File: src/rtl/timetag_arbiter_if.sv
// Event-in / merged-out stream bundle for the time-tag arbiter.
// master = arbiter side; slave = event source plus downstream sink.
interface timetag_arbiter_if;
  // valid/ready on both streams: a word moves on a clk edge where valid and ready are both high.
  logic        evt_valid;
  logic [15:0] evt_data;
  logic        evt_last;
  logic        evt_ready;
  logic        out_valid;
  logic [15:0] out_data;
  logic        out_last;
  logic        out_ready;

  modport master (
    input  evt_valid, evt_data, evt_last, out_ready,
    output evt_ready, out_valid, out_data, out_last
  );

  modport slave (
    output evt_valid, evt_data, evt_last, out_ready,
    input  evt_ready, out_valid, out_data, out_last
  );
endinterface

File: src/rtl/timetag_arbiter.sv
// Merges 4-word 1 ms time-tag packets into the event stream at packet boundaries,
// latching at most one waiting time-tag and counting the ones it had to drop.
module timetag_arbiter #(
  parameter logic [15:0] TT_HEADER = 16'hF000,
  parameter int          OVR_W     = 8
) (
  input  logic             clk,
  input  logic             rst,
  input  logic             enable,
  input  logic             period_done,
  input  logic [47:0]      period,
  timetag_arbiter_if.master bus,
  output logic             tt_pending,
  output logic [OVR_W-1:0] overrun_count,
  output logic [1:0]       dbg_state
);

  typedef enum logic [1:0] {
    IDLE = 2'd0,
    EVT  = 2'd1,
    TT   = 2'd2
  } state_t;

  state_t      state, state_nxt;
  logic [1:0]  idx, idx_nxt;
  logic [47:0] shadow;
  logic [47:0] pend_period;
  logic        pending;
  logic        tt_req;
  logic        start_tt;

  assign tt_req     = enable & period_done;
  assign start_tt   = (state == IDLE) && (pending || tt_req);
  assign tt_pending = pending;
  assign dbg_state  = state;

  always_comb begin
    state_nxt     = state;
    idx_nxt       = idx;
    bus.out_valid = 1'b0;
    bus.out_data  = 16'h0000;
    bus.out_last  = 1'b0;
    bus.evt_ready = 1'b0;
    case (state)
      IDLE: begin
        // Time-tag wins over a waiting event at a packet boundary.
        if (pending || tt_req) begin
          state_nxt = TT;
          idx_nxt   = 2'd0;
        end else if (bus.evt_valid) begin
          state_nxt = EVT;
        end
      end
      EVT: begin
        bus.out_valid = bus.evt_valid;
        bus.out_data  = bus.evt_data;
        bus.out_last  = bus.evt_last;
        bus.evt_ready = bus.out_ready;
        if (bus.evt_valid && bus.out_ready && bus.evt_last) state_nxt = IDLE;
      end
      TT: begin
        bus.out_valid = 1'b1;
        bus.out_last  = (idx == 2'd3);
        case (idx)
          2'd0:    bus.out_data = TT_HEADER;
          2'd1:    bus.out_data = shadow[47:32];
          2'd2:    bus.out_data = shadow[31:16];
          default: bus.out_data = shadow[15:0];
        endcase
        if (bus.out_ready) begin
          if (idx == 2'd3) state_nxt = IDLE;
          else             idx_nxt   = idx + 2'd1;
        end
      end
      default: state_nxt = IDLE;
    endcase
  end

  always_ff @(posedge clk or posedge rst) begin
    if (rst) begin
      state         <= IDLE;
      idx           <= 2'd0;
      shadow        <= 48'd0;
      pend_period   <= 48'd0;
      pending       <= 1'b0;
      overrun_count <= '0;
    end else begin
      state <= state_nxt;
      idx   <= idx_nxt;
      if (start_tt) shadow <= pending ? pend_period : period;
      // Draining a pending tag while a new one arrives just refills the slot; no loss.
      if (start_tt && pending) begin
        pending <= tt_req;
        if (tt_req) pend_period <= period;
      end else if (tt_req && !start_tt) begin
        pend_period <= period;
        pending     <= 1'b1;
        if (pending && (overrun_count != '1)) overrun_count <= overrun_count + 1'b1;
      end
    end
  end

endmodule

File: src/flat_wrapper.sv
// flat-port wrapper written by rule: the top's interface ports become plain ports
module timetag_arbiter_flat 
#(
  parameter logic [15:0] TT_HEADER = 16'hF000,
  parameter int          OVR_W     = 8
)
  (clk, rst, enable, period_done, period, tt_pending, overrun_count, dbg_state, bus_evt_valid, bus_evt_data, bus_evt_last, bus_out_ready, bus_evt_ready, bus_out_valid, bus_out_data, bus_out_last);
  timetag_arbiter_if bus_i ();
  input  logic clk;
  input  logic rst;
  input  logic enable;
  input  logic period_done;
  input  logic [47:0] period;
  output logic tt_pending;
  output logic [OVR_W-1:0] overrun_count;
  output logic [1:0] dbg_state;
  input wire logic [$bits(bus_i.evt_valid)-1:0] bus_evt_valid;
  input wire logic [$bits(bus_i.evt_data)-1:0] bus_evt_data;
  input wire logic [$bits(bus_i.evt_last)-1:0] bus_evt_last;
  input wire logic [$bits(bus_i.out_ready)-1:0] bus_out_ready;
  output wire logic [$bits(bus_i.evt_ready)-1:0] bus_evt_ready;
  output wire logic [$bits(bus_i.out_valid)-1:0] bus_out_valid;
  output wire logic [$bits(bus_i.out_data)-1:0] bus_out_data;
  output wire logic [$bits(bus_i.out_last)-1:0] bus_out_last;
  assign bus_i.evt_valid = bus_evt_valid;
  assign bus_i.evt_data = bus_evt_data;
  assign bus_i.evt_last = bus_evt_last;
  assign bus_i.out_ready = bus_out_ready;
  assign bus_evt_ready = bus_i.evt_ready;
  assign bus_out_valid = bus_i.out_valid;
  assign bus_out_data = bus_i.out_data;
  assign bus_out_last = bus_i.out_last;
  timetag_arbiter #(.TT_HEADER(TT_HEADER), .OVR_W(OVR_W)) u_core (.clk(clk), .rst(rst), .enable(enable), .period_done(period_done), .period(period), .bus(bus_i), .tt_pending(tt_pending), .overrun_count(overrun_count), .dbg_state(dbg_state));
endmodule
File: config.mk
export PLATFORM = sky130hd
export DESIGN_NAME = timetag_arbiter_flat
export DESIGN_NICKNAME = d
export VERILOG_FILES = /design/src/rtl/timetag_arbiter_if.sv /design/src/rtl/timetag_arbiter.sv /design/src/flat_wrapper.sv
export SDC_FILE = /design/constraint.sdc
export NUM_CORES = 1
export LEC_CHECK = 0
export ABC_AREA = 1
export BUFFER_PORTS_ARGS = -buffer_cell sky130_fd_sc_hd__clkbuf_2
export CAP_MARGIN = 30
export CORE_MARGIN = 10
export CORE_UTILIZATION = 45
export CTS_BUF_LIST = sky130_fd_sc_hd__clkbuf_4
export DETAILED_ROUTE_END_ITERATION = 7
export HOLD_SLACK_MARGIN = 0.12
export PLACE_DENSITY = 0.72
export SLEW_MARGIN = 25
export SYNTH_ARGS = -nofsm -noshare
export SYNTH_HDL_FRONTEND = slang
export SYNTH_SLANG_ARGS = --single-unit
File: constraint.sdc
create_clock -name clk -period 5.7 [get_ports clk]
set_input_delay 1.14 -clock clk [delete_from_list [all_inputs] [get_ports clk]]
set_output_delay 1.14 -clock clk [all_outputs]
set_load 0.02 [all_outputs]
* Yosys cells after proc, flatten, opt, wreduce, memory -nomap -nowiden
Index checks and enable logic that the tools add are counted.
** Storage, ports and cells
- Bits in registers :: 109
- Input port bits :: 71
- Word-level logic and storage cells :: 60
** Cells by class
- $add $sub $neg :: 2
- Eq/ne operators :: 13
- Muxes and demuxes :: 21
- Bitwise operators :: 2
- Reduce and logical (&&, ||, !) cells :: 16
** Operators with widths (number)
- 2-to-1 mux 48 bit :: 4
- one-hot mux 16 bit (3 select lines) :: 1
- one-hot mux 16 bit (2 select lines) :: 1
- 2-to-1 mux 2 bit :: 8
- adder 8 x 1 -> 8 bit (second input constant) :: 1
- != test 8 bit (second input constant) :: 1
- AND reduction 4 bit :: 2
- == test 2 bit (second input constant) :: 3
- logical AND 1 bit :: 6
- != test 2 x 1 -> 1 bit (second input constant) :: 3
- != test 2 bit (second input constant) :: 3
- one-hot mux 2 bit (3 select lines) :: 1
- == test 2 x 1 -> 1 bit (second input constant) :: 2
- zero test 2 bit :: 2
- one-hot mux 1 bit (2 select lines) :: 2
- one-hot mux 2 bit (2 select lines) :: 1
- nonzero test 2 bit :: 2
- 2-to-1 mux 1 bit :: 3
- != test 3 bit (second input constant) :: 1
- AND reduction 3 bit :: 1
- adder 2 x 1 -> 2 bit (second input constant) :: 1
- AND reduction 2 bit :: 1
- AND 1 bit :: 1
- zero test 1 bit :: 1
- other kinds (2) :: 2

* Longest topological paths before layout
Gate-level depths: netlist of the first run.
- Depth in word-level cells :: 7
- Depth in mapped cells :: 9
- Gate-level depth less buffers :: 9

* Worst setup path before layout of the first run
Ideal clock, no wire load.
- Kind :: reg2out
- Start point :: register u_core.state[0] (netlist: u_core.dbg_state[0])
- End point :: output port bus_out_data[10]
- Arrival time :: 1694 ps
- Path slack :: 2866 ps
- Cell stages (with the launch flop) :: 8
- Cell sequence :: dfrtp_1 -> inv_1 -> ha_1 -> clkinv_1 -> buf_2 -> a21oi_1 -> nand2_1 -> a21oi_1
** On the way
- Word-level cells in the longest chain between the ends :: 2
** Ends and longest elaborated chain
- start, declared :: line timetag_arbiter.sv:24 : state_t state, state_nxt;
- start signal, assigned :: line timetag_arbiter.sv:88 : state <= state_nxt;
- == test 2 bit / == test 2 x 1 -> 1 bit (equally long branches) :: line timetag_arbiter.sv:44 : case (state)
- one-hot mux 16 bit (2 select lines) * :: line timetag_arbiter.sv:44
- end, declared :: line flat_wrapper.sv:23 : output wire logic [$bits(bus_i.out_data)-1:0] bus_out_data;
Mark *: on every way between the ends. The rest lies on a longest branch, timed or not.

* Worst setup path after layout of the first run
- Start point :: register u_core.state[0] (netlist: u_core.dbg_state[0])
- End point :: output port bus_out_data[14]
Same word-level chain as after synthesis.

==> impl_results.rst, run 1 <==
.. list-table::
   :header-rows: 1

   * - Metric
     - Value
   * - Number of endpoints with negative hold slack in the final report
     - 0
   * - Proportion of layout cells with a drive suffix above 1
     - 15.49%
   * - Total met3 wirelength after detailed routing
     - 1089 um
   * - Register clock-pin slew on the reported worst setup and hold paths
     - 0.16 ns
   * - Crit path max fanout
     - 17
   * - Global-route wire length before repair
     - 21720 um
   * - Count of hold buffers inserted by post-cts repair
     - 0
   * - Final Routed Wirelength
     - 13510 um
   * - Status
     - finished, final reports clean
   * - CTS tree
     - built
   * - Highest clock frequency the design can meet
     - 0.2807 GHz
   * - Summed negative setup slack over all endpoints
     - 0 ns
   * - Proportion of synthesized chip area in sequential cells
     - 49.58%
   * - Chip height
     - 130.6 um
   * - Unrepaired setup endpoints after global routing
     - no
   * - Mean cell area of the mapped netlist
     - 7.557 um^2
   * - Multi-input logic area
     - 2240 um^2
   * - Post CTS Setup Buffer Count
     - 0
   * - Metal-1 WL
     - 6696 um
   * - Worst max-slew margin expressed relative to the limit
     - 42.46%
   * - Worst-case clock skew
     - 0.01733 ns
   * - Clock buffers created by TritonCTS
     - 9
   * - Via-per-instance ratio
     - 4.931
   * - Post-Syn Instances
     - 728
   * - I/O Buffers
     - 100
   * - Async set or reset register ratio after synthesis
     - 100.0%
   * - Cell repeated most along the worst path
     - a21oi_1
   * - Class of the tightest hold or removal check
     - reg2reg
   * - Net count after synthesis
     - 808
   * - Number of DRC violations after detailed routing
     - 0
   * - Post-DP Area
     - 6015 um^2
   * - Standard cell with the maximum stage delay on the critical path
     - dfrtp_1
   * - Fill cell count
     - 1214
   * - PwrDens
     - 461.1 nW/um^2
   * - Boundary Pins
     - 101
   * - Kind of critical path
     - reg2out
   * - Pre-antenna DRT Iters
     - 5
   * - Num Clock Sinks
     - 109
   * - Clock Root Buffer
     - clkbuf_4
   * - Crit path cell chain
     - inv_1 > ha_1 > clkinv_1 > a21oi_1 > nand2_1 > a21oi_1 > clkbuf_2
   * - Uppermost layer routed
     - met4
   * - Tmin final
     - 3.563 ns
   * - Most instantiated library cell after synthesis
     - nand2_1
   * - Required @ worst endpoint
     - 4.56 ns
   * - Antenna-violating nets left
     - 0
   * - Pin slew with the least headroom to its limit
     - 0.8631 ns
   * - Routed WL per cell
     - 14.15 um
   * - CP arrival
     - 2.42 ns
   * - Netlist cell types
     - 20
   * - Yosys top cell area share
     - 49.58%
   * - CP Launch Type
     - register
   * - Largest net degree at the start of global routing
     - 98
   * - Core box area
     - 12010 um^2
   * - Most common flop cell mapped by yosys
     - dfrtp_1
   * - Post-synthesis cell area
     - 5502 um^2
   * - Wire length on met2
     - 5576 um
   * - Via count of the first global-routing pass
     - 4354
   * - Number of DRC markers in iteration 0
     - 387
   * - Row Count
     - 40
   * - Post-synthesis register bit count
     - 109
   * - Leading post-synthesis cells by instance count
     - nand2_1, o21ai_0, dfrtp_1
   * - Maximum buffer depth of the clock tree
     - 2
   * - Setup violation total in the final timing report
     - 0
   * - EDFF count, synth
     - 0
   * - Highest ir drop seen on vdd
     - 0.1850 mV
   * - Largest area contributor in the netlist
     - dfrtp_1
   * - Number of max-cap violations
     - 0
   * - Design Area, Final
     - 6195 um^2
   * - Capturing element type of the critical path
     - output pin
   * - Die X-Extent
     - 130.6 um
   * - Initial antenna violation count
     - 0
   * - Overall via count from detail_route
     - 4709
   * - Gr usage total
     - 15.77%
   * - Most area-consuming cells after synthesis
     - dfrtp_1, nand2_1, o21ai_0, a21oi_1, inv_1
   * - Leakage power of the design
     - 3.161 nW
   * - HPWL after detailed placement
     - 9838 um
   * - Initial Util
     - 45.80%
   * - Layout area overhead
     - 12.60%
   * - Largest stage delay on the critical path
     - 0.44 ns
   * - Final worst path period share
     - 62.51%
   * - Post-CTS sizing
     - 0
   * - Final max-slew violation count
     - 0
   * - Final RePlAce weighted congestion
     - 0.9306
   * - Final nets
     - 883
   * - Sequential cell area in the final layout
     - 2728 um^2
   * - Htree depth
     - 3
   * - Die Area
     - 17050 um^2
   * - Yosys warnings
     - 0
   * - Clk Latency, worst-skew pair
     - 0.45 ns
   * - Gr ovfl total
     - 0
[per-layer routing]
layer  vias to the layer above  track usage, %
met5                         -               0
met2                       152           21.91
met4                         0           4.447
met1                      2090           23.24
met3                        11           4.432
li1                       2456               -
[metrics by stage]
step / worst slack [ns] / hold slack [ns] / util, % / power [mW] / instances
after floorplan: 1.686 / 0.4479 / - / 2.170 / 728
after global placement: 2.519 / 0.4593 / 49.95 / 2.439 / 936
after detailed placement: 2.676 / 0.4674 / 50.07 / 2.469 / 937
after CTS: 2.131 / 0.5037 / 51.16 / 2.857 / 952
after global routing: 1.955 / 0.5203 / 51.55 / 3.116 / 954
final: 2.137 / 0.4966 / 51.57 / 2.856 / 955
[power by group]
group	switching, mW	internal [mW]
sequential	0.203	1.11
combinational	0.762	0.389
clock	0.255	0.132
total	1.22	1.64
[worst paths after layout]
kind | start | end | slack, ns | depth (start not counted)
hold reg to reg | u_core.pend_period[31] | u_core.pend_period[31] | 0.50 | 2
setup reg to reg | u_core.tt_pending | u_core.shadow[6] | 3.18 | 6
max in group asynchronous | rst | u_core.shadow[32] | 4.01 | 4
setup / recovery | u_core.dbg_state[0] | bus_out_data[14] | 2.14 | 7
hold / removal | u_core.pend_period[31] | u_core.pend_period[31] | 0.50 | 2
min in group asynchronous | rst | u_core.overrun_count[1] | 0.64 | 2
[cell type report]
class                           count  area share [%]
Antenna cell                        1         0.04040
Clock buffer                        9           1.091
Clock inverter                      6           1.010
Inverter                           86           5.251
Multi-Input combinational cell    491           36.15
Sequential cell                   109           44.03
Tap cell                          147           2.969
Timing Repair Buffer              106           9.453
[registers in the layout, indices dropped and copies added (netlist names)]
register / flops
u_core.shadow: 48
u_core.tt_pending: 1
u_core.dbg_state: 2
u_core.overrun_count: 8
u_core.pend_period: 48
u_core.idx: 2
[worst max-delay path: cells and delay by family, from the launching register on]
kind / cells / cell delay [ns]
simple gates: 1 / 0.09
flops: 1 / 0.44
compound gates: 2 / 0.44
buf+inv: 3 / 0.73
fa+ha+maj: 1 / 0.28
[cells in the final DEF, fill, tap and decap left out, drive strengths merged]
cell	synthesis	routed
a21oi	67	67
buf	25	6
bufinv	0	1
clkbuf	17	109
clkinv	2	4
clkinvlp	0	1
dfrtp	109	109
diode	0	1
ha	9	9
inv	84	86
nand2	224	224
nand3	25	25
nand4	5	5
nor2	40	40
o21ai	117	117
o21bai	1	1
xnor2	2	2
xor2	1	1
[kinds of logic after synthesis]
group | Yosys count | synth area share, %
adder cells (fa/ha/maj) | 9 | 2.047
flip-flops | 109 | 49.58
buffers and inverters | 128 | 9.711
AO/OA/AOI/OAI | 185 | 17.28
AND/OR/NAND/NOR | 294 | 20.90
XOR/XNOR | 3 | 0.4777
No activity file was read; power rests on OpenSTA's default activity.
==> inputs of run 2 (changes only) <==
- clock period: 5.7 -> 3.4 ns (I/O delays scaled with it)
==> run 2 against run 1 <==
Final cell count grew 0.10%. Core utilization about the same. Clock-buffer cell count increased by 2. Setup slack worse by 1.8 ns. Routed wire length grew 1.0%. Die area did not move. Critical endpoint is now bus_out_data[15].
==> impl_results.rst, run 2 (synthesized netlist as in run 1, its figures left out) <==
.. list-table::
   :header-rows: 1

   * - Metric
     - Value
   * - Status
     - finished, final reports clean
   * - PwrDens
     - 759.9 nW/um^2
   * - Post CTS Setup Buffer Count
     - 0
   * - Final RePlAce weighted congestion
     - 0.8885
   * - Pre-antenna DRT Iters
     - 5
   * - Sequential cell area in the final layout
     - 2728 um^2
   * - Number of DRC violations after detailed routing
     - 0
   * - GRT met2 Usage
     - 24.26%
   * - GRT met1 Usage
     - 22.62%
   * - R2R cell count
     - 7
   * - Overall via count from detail_route
     - 4773
   * - Final max-slew violation count
     - 0
   * - Worst-case clock skew
     - 0.01098 ns
   * - Met3 track demand over resource in global routing
     - 5.761%
   * - CTS tree
     - built
   * - Layout area overhead
     - 12.67%
   * - Highest ir drop seen on vdd
     - 0.2940 mV
   * - Final Routed Wirelength
     - 13650 um
   * - Most frequent standard cell in the layout excluding fill and tap cells
     - nand2_1
   * - Class of the tightest hold or removal check
     - in2async
   * - HPWL after detailed placement
     - 10010 um
   * - Clk Latency, worst-skew pair
     - 0.46 ns
   * - Setup violation total in the final timing report
     - 0
   * - Initial Util
     - 45.80%
   * - Final nets
     - 885
   * - Count of hold buffers inserted by post-cts repair
     - 0
   * - Final std cells w/o fill
     - 956
   * - Multi-input logic area
     - 2242 um^2
   * - Die Area
     - 17050 um^2
   * - Core box area
     - 12010 um^2
   * - Proportion of layout cells with a drive suffix above 1
     - 16.19%
   * - Fill cell count
     - 1192
   * - Highest-utilization routing layer at the global route stage
     - met2
   * - Summed negative setup slack over all endpoints
     - 0 ns
   * - Largest net degree at the start of global routing
     - 110
   * - Highest clock frequency the design can meet
     - 0.3283 GHz
   * - Routed WL per cell
     - 14.28 um
   * - CP arrival
     - 2.37 ns
   * - Via count of the first global-routing pass
     - 4461
   * - Number of endpoints with negative hold slack in the final report
     - 0
   * - Largest registers ranked by flip-flop count
     - u_core.pend_period (48), u_core.shadow (48), u_core.overrun_count (8)
   * - I/O Buffers
     - 100
   * - Num Clock Sinks
     - 109
   * - Row Count
     - 40
   * - Capturing element type of the critical path
     - output pin
   * - Global-route wire length before repair
     - 22230 um
   * - Required @ worst endpoint
     - 2.72 ns
   * - Via-per-instance ratio
     - 4.993
   * - Initial antenna violation count
     - 0
   * - Register-to-Register Setup Slack
     - 1.29 ns
   * - Htree depth
     - 3
   * - Number of antenna cells inserted
     - 0
   * - Maximum buffer depth of the clock tree
     - 2
   * - Worst r2r dst
     - u_core.pend_period[10]
   * - Gr usage total
     - 16.31%
   * - Clock Root Buffer
     - clkbuf_4
   * - Number of max-cap violations
     - 0
   * - Boundary Pins
     - 101
   * - Commonest cells after routing, fill and taps aside
     - nand2_1, o21ai_0, dfrtp_1, clkbuf_2, inv_1
   * - Placed instance count
     - 939
   * - Clock buffers created by TritonCTS
     - 9
   * - Crit path max fanout
     - 17
   * - Die X-Extent
     - 130.6 um
   * - Gr ovfl total
     - 0
   * - Unrepaired setup endpoints after global routing
     - no
   * - Antenna-violating nets left
     - 0
   * - Worst max-slew margin expressed relative to the limit
     - 55.25%
   * - Chip height
     - 130.6 um
   * - Tmin final
     - 3.046 ns
   * - Leakage power of the design
     - 3.161 nW
   * - Pin slew with the least headroom to its limit
     - 0.6712 ns
   * - Post-CTS sizing
     - 0
   * - Number of DRC markers in iteration 0
     - 467
   * - Crit Reg-Reg Startpoint
     - u_core.dbg_state[1]
   * - Final worst path period share
     - 89.59%
   * - CP Launch Type
     - register
   * - Register clock-pin slew on the reported worst setup and hold paths
     - 0.16 ns
   * - Kind of critical path
     - reg2out
[run 2: worst max-delay path, stage by stage (launching register included)]
cell	delay, ns
dfrtp_1	0.44
inv_1	0.09
ha_1	0.33
clkinvlp_4	0.35
a21oi_1	0.26
nand2_1	0.09
a21oi_1	0.14
clkbuf_2	0.20
[run 2: report_power, final]
part | total (mW) | internal (mW) | switching [mW] | leakage, nW
Combinational | 1.96 | 0.664 | 1.30 | 1.77
Clock | 0.569 | 0.163 | 0.406 | 0.0627
Sequential | 2.18 | 1.87 | 0.313 | 1.32
Total | 4.71 | 2.69 | 2.02 | 3.16
[run 2: routing by layer]
layer  up-vias  wire length [um]
met1      2168              6606
met5         -                 0
li1       2458                 -
met3        11              1134
met2       136              5770
met4         0               140
[run 2: how the worst max path moves through the flow]
| stage | to | cells after the start | startpoint | slack [ns] |
|---|---|---|---|---|
| 2_1_floorplan | bus_out_data[10] | 7 | u_core.dbg_state[0] | 1.03 |
| 3_3_place_gp | bus_out_data[14] | 7 | u_core.dbg_state[0] | 0.83 |
| 3_5_place_dp | bus_out_data[14] | 7 | u_core.dbg_state[0] | 0.77 |
| 4_1_cts | bus_out_data[14] | 7 | u_core.dbg_state[0] | 0.21 |
| 5_1_grt | bus_out_data[4] | 7 | u_core.idx[0] | 0.14 |
| 6_report | bus_out_data[15] | 7 | u_core.dbg_state[0] | 0.35 |
[run 2: metrics by stage]
step	worst slack (ns)	utilization (%)	total power, mW	cell area, um^2	hold WS, ns
after floorplan	1.026	-	3.638	5505	0.4479
after global placement	0.8290	50.25	4.083	6036	0.4600
after detailed placement	0.7712	50.25	4.134	6036	0.4677
after CTS	0.2075	51.16	4.709	6145	0.3501
after global routing	0.1369	51.60	5.168	6198	0.3656
final	0.3539	51.60	4.710	6198	0.3649
[run 2: final cells by class]
class / count / share of cell area (%)
tap: 147 / 2.967
clock inverter: 4 / 0.4239
multi-input combinational: 491 / 36.17
sequential: 109 / 44.00
inverter: 86 / 5.329
clock buffer: 11 / 1.332
timing repair buffer: 108 / 9.770
==> inputs of run 3 (changes only) <==
- PLACE_DENSITY: 0.72 -> 0.63
==> run 3 against run 2 <==
Highest routed layer unchanged. Clock skew up 0.015 ns. Via count down 0.75%. Combinational power down 4%. Non-clock buffer count down 3. Sequential power up 4%. Sequential share of layout area up 0.082 points. Routed wire length up 1.3%. Register-to-register slack better by 0.08 ns. Worst hold slack worse by 0.072 ns. Power up 2.5%. Setup slack worse by 0.059 ns.
==> impl_results.rst, run 3 (synthesized netlist as in run 1, its figures left out) <==
.. list-table::
   :header-rows: 1

   * - Metric
     - Value
   * - Status
     - finished, final reports clean
   * - Initial Util
     - 45.80%
   * - Core box area
     - 12010 um^2
   * - Die X-Extent
     - 130.6 um
   * - Number of DRC markers in iteration 0
     - 378
   * - Kind of critical path
     - reg2out
   * - Placed instance count
     - 938
   * - Largest stage delay on the critical path
     - 0.56 ns
   * - Largest net degree at the start of global routing
     - 110
   * - Post-place setup slack
     - 0.7826 ns
   * - Via-per-instance ratio
     - 4.971
   * - Number of antenna cells inserted
     - 0
   * - Required @ worst endpoint
     - 2.72 ns
   * - Cell family with most CP delay
     - adder cells
   * - Most frequent standard cell in the layout excluding fill and tap cells
     - nand2_1
   * - Worst-case clock skew
     - 0.02614 ns
   * - Chip height
     - 130.6 um
   * - Routed WL per cell
     - 14.52 um
   * - Gr ovfl total
     - 0
   * - Num Clock Sinks
     - 109
   * - Final RePlAce weighted congestion
     - 0.8836
   * - Largest registers ranked by flip-flop count
     - u_core.pend_period (48), u_core.shadow (48), u_core.overrun_count (8)
   * - Gr usage total
     - 16.61%
   * - Standard cell with the maximum stage delay on the critical path
     - ha_1
   * - Number of endpoints with negative hold slack in the final report
     - 0
   * - Clock Root Buffer
     - clkbuf_4
   * - Setup violation total in the final timing report
     - 0
   * - Capturing element type of the critical path
     - output pin
   * - Number of max-cap violations
     - 0
   * - Final std cells w/o fill
     - 953
   * - Crit path cell chain
     - ha_1 > inv_1 > nand3_1 > nand2_1 > a21oi_1 > clkbuf_2
   * - Die Area
     - 17050 um^2
   * - Unrepaired setup endpoints after global routing
     - no
   * - Maximum buffer depth of the clock tree
     - 2
   * - Proportion of layout cells with a drive suffix above 1
     - 15.88%
   * - Register-to-Register Setup Slack
     - 1.37 ns
   * - CTS tree
     - built
   * - CP Launch Type
     - register
   * - Number of DRC violations after detailed routing
     - 0
   * - Row Count
     - 40
   * - HPWL after detailed placement
     - 10340 um
   * - Tmin final
     - 3.105 ns
   * - Final worst path period share
     - 91.32%
   * - Via count of the first global-routing pass
     - 4437
   * - Buf/Inv on CP
     - 2
   * - Summed negative setup slack over all endpoints
     - 0 ns
   * - Class of the tightest hold or removal check
     - in2async
   * - Worst max-slew margin expressed relative to the limit
     - 55.16%
   * - Boundary Pins
     - 101
   * - CP arrival
     - 2.42 ns
   * - Global-route wire length before repair
     - 22230 um
   * - PwrDens
     - 780.4 nW/um^2
   * - Commonest cells after routing, fill and taps aside
     - nand2_1, o21ai_0, dfrtp_1, clkbuf_2, inv_1
   * - Register clock-pin slew on the reported worst setup and hold paths
     - 0.18 ns
   * - Pin slew with the least headroom to its limit
     - 0.6709 ns
   * - Clk Latency, worst-skew pair
     - 0.49 ns
   * - Final max-slew violation count
     - 0
   * - Utilization after layout
     - 51.53%
   * - Htree depth
     - 3
   * - Highest clock frequency the design can meet
     - 0.3221 GHz
   * - Overall via count from detail_route
     - 4737
   * - Final nets
     - 882
   * - Crit path max fanout
     - 18
   * - Final Routed Wirelength
     - 13830 um
   * - Pre-antenna DRT Iters
     - 5
   * - Post-route setup slack
     - 0.2952 ns
   * - I/O Buffers
     - 100
   * - Leakage power of the design
     - 3.156 nW
   * - Antenna-violating nets left
     - 0
   * - Layout area overhead
     - 12.51%
   * - Highest ir drop seen on vdd
     - 0.3720 mV
   * - Initial antenna violation count
     - 0
   * - Post CTS Setup Buffer Count
     - 0
   * - Clock buffers created by TritonCTS
     - 9
## run 3: changes by cell type in the layout (fill, tap and decap cells not counted), sizes merged
cell,delta
buf,-3
inv,+4
clkbuf,-2
bufinv,+1
clkinv,-2
clkinvlp,-1
## run 3: layer usage
layer	up-vias	routed length [um]	track usage (%)
met5	-	0	0
met4	0	106	3.597
met3	10	1151	4.512
met2	136	5912	24.59
met1	2147	6665	23.74
li1	2444	-	-
## run 3: what timing repair did
item | CTS | global route
resized for setup | 0 | 1
setup endpoints to repair | 0 | 2
hold buffers | 0 | 0
## run 3: path summary, 6_finish.rpt
kind,end,startpoint,cells after the start
hold reg to reg,u_core.pend_period[25],u_core.pend_period[25],2
min in group clk,u_core.pend_period[9],period[9],3
max in group asynchronous,u_core.shadow[41],rst,3
setup reg to reg,u_core.pend_period[39],u_core.dbg_state[1],6
setup / recovery,bus_out_data[1],u_core.idx[1],6
hold / removal,u_core.overrun_count[3],rst,3
## run 3: per-stage QoR
step                      hold WS (ns)  area (um^2)  power (mW)
final                           0.2926         6190       4.830
after global routing            0.3077         6190       5.291
after CTS                       0.3124         6185       4.873
after detailed placement        0.4676         6041       4.180
after global placement          0.4614         6041       4.125
after floorplan                 0.4479         5505       3.638
## run 3: area by class of cell
| cell class | count | area, um^2 |
|---|---|---|
| multi-input combinational | 491 | 2240 |
| tap | 147 | 183.9 |
| sequential | 109 | 2729 |
| clock buffer | 9 | 67.56 |
| timing repair buffer | 105 | 563.0 |
| clock inverter | 6 | 76.32 |
| inverter | 86 | 330.3 |
| fill | 1204 | 5822 |
## run 3: tightest hold or removal path: cells and delay by family
family	cells	cell delay [ns]
buf+inv	3	0.59
## run 3: power by group
group	leakage, nW	internal, mW	switching [mW]	total [mW]
clock	0.0793	0.235	0.448	0.683
combinational	1.75	0.636	1.25	1.89
sequential	1.32	1.87	0.391	2.26
total	3.16	2.74	2.09	4.83
